[src/rtl/alu_pkg.sv]
// Shared ALU operation codes and the multiply sequencer state encoding.
package alu_pkg;

    localparam logic [2:0] ALU_ADD = 3'b101;
    localparam logic [2:0] ALU_SUB = 3'b001;

    typedef enum logic [1:0] {
        MULT_IDLE = 2'd0,
        MULT_RUN  = 2'd1,
        MULT_FIX  = 2'd2,
        MULT_DONE = 2'd3
    } mult_state_t;

endpackage

[src/rtl/alu_mult_sequencer.sv]
// Shift-and-add multiplier that borrows the shared ALU for every partial-product add.
// Define SIGNED_MULT_EN to add the signed_op port and the FIX (sign restore) state.
module alu_mult_sequencer
    import alu_pkg::*;
#(
    parameter int WIDTH = 32,
    parameter int CNT_W = $clog2(WIDTH) + 1
) (
    input  logic             clk,
    input  logic             reset_n,
    input  logic             start,
    input  logic [WIDTH-1:0] multiplicand,
    input  logic [WIDTH-1:0] multiplier,
`ifdef SIGNED_MULT_EN
    input  logic             signed_op,
`endif
    output logic             busy,
    output logic             done,
    output logic [WIDTH-1:0] hi,
    output logic [WIDTH-1:0] lo,
    output logic [WIDTH-1:0] alu_a,
    output logic [WIDTH-1:0] alu_b,
    output logic [2:0]       alu_control,
    input  logic [WIDTH-1:0] alu_result,
    output mult_state_t      state_dbg
);

    // Handshake: start is a request taken only in MULT_IDLE (no ready signal, no queuing);
    // done is a one-cycle valid pulse for hi/lo, which then hold until the next accepted start.

    mult_state_t      state, state_next;
    logic [CNT_W-1:0] count;
    logic [WIDTH-1:0] mcand;
    logic [WIDTH-1:0] hi_q, lo_q;
    logic             last_iter;
    logic             carry;
    logic             fix_needed;
    logic [WIDTH-1:0] a_load, b_load;
    logic             neg_load;

`ifdef SIGNED_MULT_EN
    logic             sgn_q, neg_q;
    logic [2*WIDTH-1:0] prod_neg;

    // Signed operands are run as magnitudes; the sign is restored in FIX.
    assign a_load   = (signed_op && multiplicand[WIDTH-1]) ? -multiplicand : multiplicand;
    assign b_load   = (signed_op && multiplier[WIDTH-1])   ? -multiplier   : multiplier;
    assign neg_load = signed_op && (multiplicand[WIDTH-1] ^ multiplier[WIDTH-1]);
    assign prod_neg = -{hi_q, lo_q};
    assign fix_needed = sgn_q;
`else
    assign a_load     = multiplicand;
    assign b_load     = multiplier;
    assign neg_load   = 1'b0;
    assign fix_needed = 1'b0;
`endif

    assign last_iter = (count == CNT_W'(WIDTH - 1));
    assign carry     = (alu_result < hi_q);

    always_ff @(posedge clk or negedge reset_n) begin
        if (!reset_n) begin
            state <= MULT_IDLE;
        end else begin
            state <= state_next;
        end
    end

    always_comb begin
        state_next  = state;
        alu_a       = '0;
        alu_b       = '0;
        alu_control = ALU_ADD;
        case (state)
            MULT_IDLE: begin
                if (start) begin
                    state_next = MULT_RUN;
                end
            end
            MULT_RUN: begin
                alu_a = hi_q;
                alu_b = lo_q[0] ? mcand : '0;
                if (last_iter) begin
                    state_next = fix_needed ? MULT_FIX : MULT_DONE;
                end
            end
            MULT_FIX:  state_next = MULT_DONE;
            MULT_DONE: state_next = MULT_IDLE;
            default:   state_next = MULT_IDLE;
        endcase
    end

    always_ff @(posedge clk or negedge reset_n) begin
        if (!reset_n) begin
            hi_q  <= '0;
            lo_q  <= '0;
            mcand <= '0;
            count <= '0;
`ifdef SIGNED_MULT_EN
            sgn_q <= 1'b0;
            neg_q <= 1'b0;
`endif
        end else begin
            case (state)
                MULT_IDLE: begin
                    if (start) begin
                        mcand <= a_load;
                        hi_q  <= '0;
                        lo_q  <= b_load;
                        count <= '0;
`ifdef SIGNED_MULT_EN
                        sgn_q <= signed_op;
                        neg_q <= neg_load;
`endif
                    end
                end
                MULT_RUN: begin
                    // The ALU carry-out is lost, so it is rebuilt from the wrap-around compare.
                    hi_q  <= {carry, alu_result[WIDTH-1:1]};
                    lo_q  <= {alu_result[0], lo_q[WIDTH-1:1]};
                    count <= count + CNT_W'(1);
                end
`ifdef SIGNED_MULT_EN
                MULT_FIX: begin
                    if (neg_q) begin
                        {hi_q, lo_q} <= prod_neg;
                    end
                end
`endif
                default: begin
                end
            endcase
        end
    end

`ifndef SIGNED_MULT_EN
    logic unused_ok;
    assign unused_ok = neg_load;
`endif

    assign busy      = (state == MULT_RUN) || (state == MULT_FIX);
    assign done      = (state == MULT_DONE);
    assign hi        = hi_q;
    assign lo        = lo_q;
    assign state_dbg = state;

endmodule

[config.mk]
export PLATFORM = sky130hd
export DESIGN_NAME = alu_mult_sequencer
export DESIGN_NICKNAME = d
export VERILOG_FILES = /design/src/rtl/alu_pkg.sv /design/src/rtl/alu_mult_sequencer.sv
export SDC_FILE = /design/constraint.sdc
export NUM_CORES = 1
export LEC_CHECK = 0
export BUFFER_PORTS_ARGS = -buffer_cell sky130_fd_sc_hd__buf_2
export CORE_MARGIN = 5
export CORE_UTILIZATION = 25
export CTS_BUF_LIST = sky130_fd_sc_hd__clkbuf_8
export DETAILED_ROUTE_END_ITERATION = 12
export PLACE_DENSITY_LB_ADDON = 0.15
export SLEW_MARGIN = 20
export SYNTH_ARGS = -nofsm -noshare
export SYNTH_HDL_FRONTEND = slang
export SYNTH_SLANG_ARGS = --single-unit
export TNS_END_PERCENT = 50
[constraint.sdc]
create_clock -name clk -period 3.65 [get_ports clk]
set_input_delay 0.5475 -clock clk [delete_from_list [all_inputs] [get_ports clk]]
set_output_delay 0.5475 -clock clk [all_outputs]
set_load 0.03 [all_outputs]
==> results of run 1 <==
==> worst paths after layout <==
kind	startpoint	to	depth (start not counted)
worst max-delay path	state_dbg[1]	alu_b[13]	4
worst min-delay path	reset_n	mcand[16]	1
worst max register to register	state_dbg[1]	lo[4]	5
worst min register to register	mcand[7]	mcand[7]	1
max in group asynchronous	reset_n	lo[31]	2
min in group clk	alu_result[28]	hi[27]	2
==> logic make-up (layout without fill, tap and decap cells) <==
group                      count (synthesis)  count (layout)  share of synthesized area (%)
adders and majority gates                 36              36                           8.25
other                                      2               4                          0.138
DFF                                      104             104                           47.7
xor gates and xnor gates                   2               2                          0.321
muxes                                     67              67                           13.0
AOI/OAI and AO/OA                         95              95                           12.0
and+or+nand+nor                          137             137                           13.1
buffers and inverters                     69             285                           5.54
==> cell usage after synthesis (13+ instances only) <==
library cell / n
nand2_1: 51
and3_1: 32
dfrtp_1: 104
buf_2: 14
mux2_2: 32
and2_1: 34
a22o_1: 34
inv_1: 34
ha_1: 36
clkbuf_1: 13
mux2i_1: 34
o21ai_0: 27
==> stage by stage <==
step | power (W) | instances | worst slack [ns] | instance area, sq um
final | 0.00666 | 1010 | 0.970 | 7070
after global routing | 0.00721 | 1009 | 0.771 | 7070
after CTS | 0.00680 | 1009 | 0.893 | 7070
after detailed placement | 0.00605 | 995 | 1.21 | 6880
after global placement | 0.00596 | 995 | 1.35 | 6880
after floorplan | 0.00491 | 513 | 1.39 | 5470
==> metal layers <==
layer / GRT usage, % / vias up
li1: - / 2198
met1: 16.1 / 2112
met2: 18.7 / 154
met3: 3.66 / 22
met4: 3.89 / 8
met5: 0 / -
==> power by group through the flow <==
stage	logic [W]	clock network [W]	registers, W
global route	0.00414	0.000811	0.00226
CTS	0.00385	0.000768	0.00217
floorplan	0.00220	0	0.00271
global placement	0.00380	0	0.00216
detailed placement	0.00385	0	0.00220
finish	0.00377	0.000723	0.00216
==> worst register-to-register path, cell delays in order (launching register included) <==
cell and delay (ns):
dfrtp_1 0.43, inv_1 0.11, ha_4 0.41, mux2i_4 0.71, buf_4 0.45, o21ai_0 0.17
==> layout make-up <==
cell class / instances / share of cell area (%)
repair buffers: 237 / 17.2
clock inverters: 5 / 0.832
inverters: 34 / 1.81
well taps: 280 / 4.96
diodes: 1 / 0.0354
multi-input cells: 340 / 36.6
clock buffers: 9 / 1.75
flip-flops and latches: 104 / 36.8
==> flip-flops by register name, summed over array words and instances, names as in the netlist <==
name / cells
mcand: 32
state_dbg: 2
count: 6
lo: 32
hi: 32
==> impl_metrics.yaml, run 1 <==
routing:
  wl_per_cell_um: 15.3
  wl_met1_mm: 7.08
  viasPerCell: 4.45
  route.met2.wl_mm: 6.77
  firstDrtPassIters: 4
  antenna_left: 0
  detail_route.iter0.violations: 131
  drc: 0
  met3_length_mm: 1.30
  finalWirelength_mm: 15.4
  top_layer: "met5"
  vias: 4494
die:
  dieArea_sq_um: 24900
  fp-row-count: 54
  ios: 234
  core_area_sq_um: 21700
  die_x_um: 158
  start_util_pct: 25.2
  die_h_um: 158
clock_tree:
  cts.sinks: 104
  cts_buffer_depth: 2
  cts_root_buf: "clkbuf_8"
  clkTransAtPathRegs_ns: 0.10
  cts_resized: 0
  cts_hold_buffers: 0
  cts.htree.levels: 3
  postCtsSetupBuffers: 0
  worstSkewPairLatency_ns: 0.37
  numCtsBuffers: 9
  tritoncts: "done"
grt:
  antenna_found_initial: 4
  first_global_vias: 4575
  grt_max_degree: 80
  overflow: 0
  grt_use_total_pct: 12.1
  grt_first_pass_wirelength_mm: 24.0
timing:
  timing.hold.ws_ns: 0.206
  rsz0062_at_grt: "false"
  final_hold_viol_count: 0
  tightestPinTransition_ns: 0.933
  max_freq_ghz: 0.373
  fin_tns_setup_ns: 0
  clock_skew_ns: 0.0151
  fin_crit_ns: 2.68
  setup_viol: 0
  final-max-slew-violation-count: 0
  maxSlewHeadroom_pct: 37.8
  finalCritPeriodShare_pct: 73.4
status:
  outcome: "finished, final reports clean"
power_and_ir_drop:
  switching_share_pct: 49.4
  p_int_w: 0.00337
  power_leakage_nw: 3.78
  powerDensity_nw_per_um2: 942
  irDropWorstVdd_uv: 385
  clkPwrFrac_pct: 10.9
  pwr-share-seq_pct: 32.5
  switching_power_w: 0.00329
  pwr-share-comb_pct: 56.7
job:
  maxCapViolations: 0
finish:
  area.sequential_sq_um: 2600
  finalNetCount: 861
  final_cell_mix: "229 x buf_2, 104 x dfrtp_1, 51 x nand2_1"
  post-route-util_pct: 32.6
  area_growth_pct: 29.4
  multiInputGateArea_sq_um: 2580
  final_common_cell: "buf_2"
  nFillCells: 2266
  drive_gt1_share_pct: 39.5
critical_path:
  arrival_ns: 2.13
  critPathKind: "reg -> out"
  worstPathMaxFanout: 79
  cp.required_ns: 3.10
  worstPathCellList: "inv_1, ha_4, and3_1, buf_2"
  path_delay_family: "adder cells"
  rrSetupSlack_ns: 1.24
  cpPeakStageDelay_ns: 0.67
  start_kind: "flip-flop"
  cp-end-kind: "output port"
  path_buf_inv: 2
  worst_path_max_delay_cell: "ha_4"
yosys:
  syn_inst: 512
  synth_top_cells_by_area: "dfrtp_1 48%, ha_1 8.2%, mux2_2 6.6%, mux2i_1 6.2%, a22o_1 5.5%"
  async_flop_share_pct: 100
  synth_seq_cells: 104
  synth_largest_area_cell: "dfrtp_1"
  netlist_area_sq_um: 5460
  postSynthAreaPerCell_sq_um: 10.7
  synth_ff_type: "dfrtp_1"
  synth_edf_count: 0
  yosysSeqAreaShare_pct: 47.7
  synth_warnings: 0
  netlist.area_leader.share_pct: 47.7
  synth_cell_type_count: 37
placed_design:
  port_buffers: 230
  gp_congestion: 0.766
  dpl.hpwl_mm: 11.4
min_path:
  min_path_type: "in -> async"
No activity file was read; power rests on OpenSTA's default activity.
==> run 2: changes to the inputs <==
Settings changed: ABC_AREA set to 1.
Clock period 3.65 ns to 2.2 ns, I/O delays scaled along.
==> run 2 against run 1 <==
Against the previous run: via count is 12% higher; critical path type unchanged; clock-buffer cell count stayed put; power rose by 69%; the flow now finishes with violations (hold timing); hold slack got worse by 0.24 ns; sequential power grew 51%; worst setup slack worse by 0.83 ns; utilization rose by 0.24 points; area after synthesis grew 3.9%; final area up 4.5%; die area up 3.6%; largest power group unchanged.
==> impl_metrics.yaml, run 2 <==
clock_tree:
  cts_buffer_depth: 2
  cts_root_buf: "clkbuf_8"
  cts.htree.levels: 3
  worstSkewPairLatency_ns: 0.37
  numCtsBuffers: 9
  cts_hold_buffers: 0
  clkTransAtPathRegs_ns: 0.11
  cts.sinks: 104
  tritoncts: "done"
yosys:
  synth_edf_count: 0
  postSynthAreaPerCell_sq_um: 8.04
  netlist.area_leader.share_pct: 45.9
  netlist_area_sq_um: 5670
  synth_top_cells_by_area: "dfrtp_1 46%, inv_1 9.2%, ha_1 7.9%, nand2_1 6.9%, nor2_1 4.8%"
  yosysSeqAreaShare_pct: 45.9
  muxShareOfSynthArea_pct: 0
  synth_ff_type: "dfrtp_1"
  synth_top_family_by_area: "compound AO/OA/AOI/OAI gates"
  synth_commonest_cells: "139 x inv_1, 105 x nand2_1, 104 x dfrtp_1, 73 x nor2_1, 53 x a21oi_1"
  syn_inst: 706
  synth-simple-area-share_pct: 16.2
  async_flop_share_pct: 100
  synth_largest_area_cell: "dfrtp_1"
  synth_warnings: 0
  synth_cell_type_count: 29
  synth_compound_area_share_pct: 16.9
  synth_fa_ha_area_share_pct: 7.94
  synth_seq_cells: 104
  yosysMostFrequentCell: "inv_1"
  synth_xor_area_share_pct: 0.154
finish:
  drive_gt1_share_pct: 30.9
  multiInputGateArea_sq_um: 2360
  area_growth_pct: 30.2
  final_cell_mix: "228 x buf_2, 139 x inv_1, 104 x nand2_1"
  area.sequential_sq_um: 2600
  finalNetCount: 1057
  num_antenna_cells: 0
  post-route-util_pct: 32.8
  nFillCells: 2478
  final_common_cell: "buf_2"
placed_design:
  gp_congestion: 0.735
  dpl.hpwl_mm: 11.7
  port_buffers: 230
die:
  die_x_um: 161
  dieArea_sq_um: 25800
  die_h_um: 161
  ios: 234
  start_util_pct: 25.2
  core_area_sq_um: 22500
  fp-row-count: 55
critical_path:
  cpPeakStageDelay_ns: 0.44
  cp-end-kind: "output port"
  path_delay_family: "buffers and inverters"
  reg2reg_from: "state_dbg[1]"
  rrSetupSlack_ns: 0.41
  worst_path_max_delay_cell: "dfrtp_1"
  r2r_end: "lo[5]"
  crit_start: "state_dbg[1]"
  critical_path_depth: 6
  worstPathMaxFanout: 15
  worstPathCellList: "inv_2, ha_4, nand2_1, buf_4, nor2_1, buf_2"
  critPathKind: "reg -> out"
  arrival_ns: 1.73
  path_buf_inv: 3
  start_kind: "flip-flop"
  r2r_cells: 10
  cp.required_ns: 1.87
  crit_end: "alu_b[3]"
status:
  violations: "hold timing"
  outcome: "complete, but fails checks"
grt:
  antenna_found_initial: 0
  grt_first_pass_wirelength_mm: 26.4
  first_global_vias: 5097
  grt_max_degree: 105
  overflow: 0
  grt_use_total_pct: 12.4
timing:
  timing.hold.ws_ns: -0.0380
  rsz0062_at_grt: "false"
  fin_tns_setup_ns: 0
  clock_skew_ns: 0.0116
  tightestPinTransition_ns: 0.655
  final_hold_viol_count: 11
  finalCritPeriodShare_pct: 93.5
  final-max-slew-violation-count: 0
  fin_crit_ns: 2.06
  max_freq_ghz: 0.486
  setup_viol: 0
  maxSlewHeadroom_pct: 56.3
routing:
  viasPerCell: 4.16
  detail_route.iter0.violations: 217
  wl_per_cell_um: 13.4
  vias: 5045
  antenna_left: 0
  drc: 0
  finalWirelength_mm: 16.2
  firstDrtPassIters: 4
power_and_ir_drop:
  switching_power_w: 0.00587
  finalPower_w: 0.0113
  switching_share_pct: 52.1
  pwr-share-comb_pct: 59.9
  clkPwrFrac_pct: 11.1
  pwr-share-seq_pct: 29.0
  irDropWorstVdd_uv: 449
  powerDensity_nw_per_um2: 1530
  power_leakage_nw: 4.24
  p_int_w: 0.00540
min_path:
  min_path_type: "in -> async"
job:
  maxCapViolations: 0
==> run 2: cell types whose count changed after synthesis, moves of 16 or more <==
cell,delta
and2_1,-34
nand2_1,+54
o21ai_0,+24
mux2i_1,-34
o211ai_2,+16
a21oi_1,+43
and3_1,-30
nor2_1,+69
mux2_2,-32
inv_1,+105
a22o_1,-34
nand3_1,+31
==> run 2: worst min-delay path by stage <==
| stage | end |
|---|---|
| 2_1_floorplan | count[0] |
| 3_3_place_gp | hi[24] |
| 3_5_place_dp | hi[23] |
| 4_1_cts | hi[23] |
| 5_1_grt | hi[23] |
| 6_report | hi[13] |
==> run 2: stage by stage <==
| stage | setup slack (ns) | instance area (sq um) | instances | hold WS, ns |
|---|---|---|---|---|
| floorplan | -0.00835 | 5680 | 707 | 0.0344 |
| global placement | 0.409 | 7170 | 1195 | 0.470 |
| detailed placement | 0.324 | 7170 | 1195 | 0.464 |
| CTS | 0.0405 | 7370 | 1211 | 0.0324 |
| global route | 0.00935 | 7390 | 1212 | 0.0509 |
| finish | 0.144 | 7390 | 1212 | -0.0380 |
==> run 2: metal layers <==
layer	GRT usage (%)	share of wire, %	vias to the layer above
met1	16.7	49	2243
met5	0	0	-
met3	3.64	6.7	10
met4	3.01	1.1	0
met2	19.5	43	144
li1	-	-	2648
==> run 2: cell type report <==
class	instances	area share [%]
sequential	104	35.2
clock inverter	7	0.965
clock buffer	9	1.68
timing repair buffer	245	18.1
multi-input combinational	421	32.0
tap	285	4.83
inverter	141	7.20
==> run 2: worst reg2reg max path, stage by stage, from the launching register on <==
cell and delay, ns:
dfrtp_1 0.44, inv_2 0.11, ha_1 0.25, inv_1 0.07, nor2_2 0.11, inv_2 0.07
o21ai_4 0.07, inv_4 0.12, buf_4 0.23, o211ai_1 0.10, o21ai_0 0.11
==> run 2: cell families after synthesis <==
family / count (synthesis)
AND/OR/NAND/NOR: 225
buffers and inverters: 182
AO/OA/AOI/OAI: 156
flip-flops: 104
adder cells (fa/ha/maj): 36
other: 2
XOR/XNOR: 1
==> run 2: power groups by stage <==
stage / Sequential, W / Clock [W] / Combinational [W]
after floorplan: 0.00432 / 0 / 0.00375
after global placement: 0.00330 / 0 / 0.00684
after detailed placement: 0.00330 / 0 / 0.00684
after CTS: 0.00328 / 0.00134 / 0.00686
after global routing: 0.00339 / 0.00140 / 0.00750
final: 0.00327 / 0.00126 / 0.00675
==> run 2: timing repair <==
| action | in CTS | in global routing |
|---|---|---|
| gates resized for setup | 0 | 4 |
| hold endpoints to repair | 0 | 0 |
| setup buffers | 0 | 1 |
| endpoints found under the setup margin | 0 | 36 |
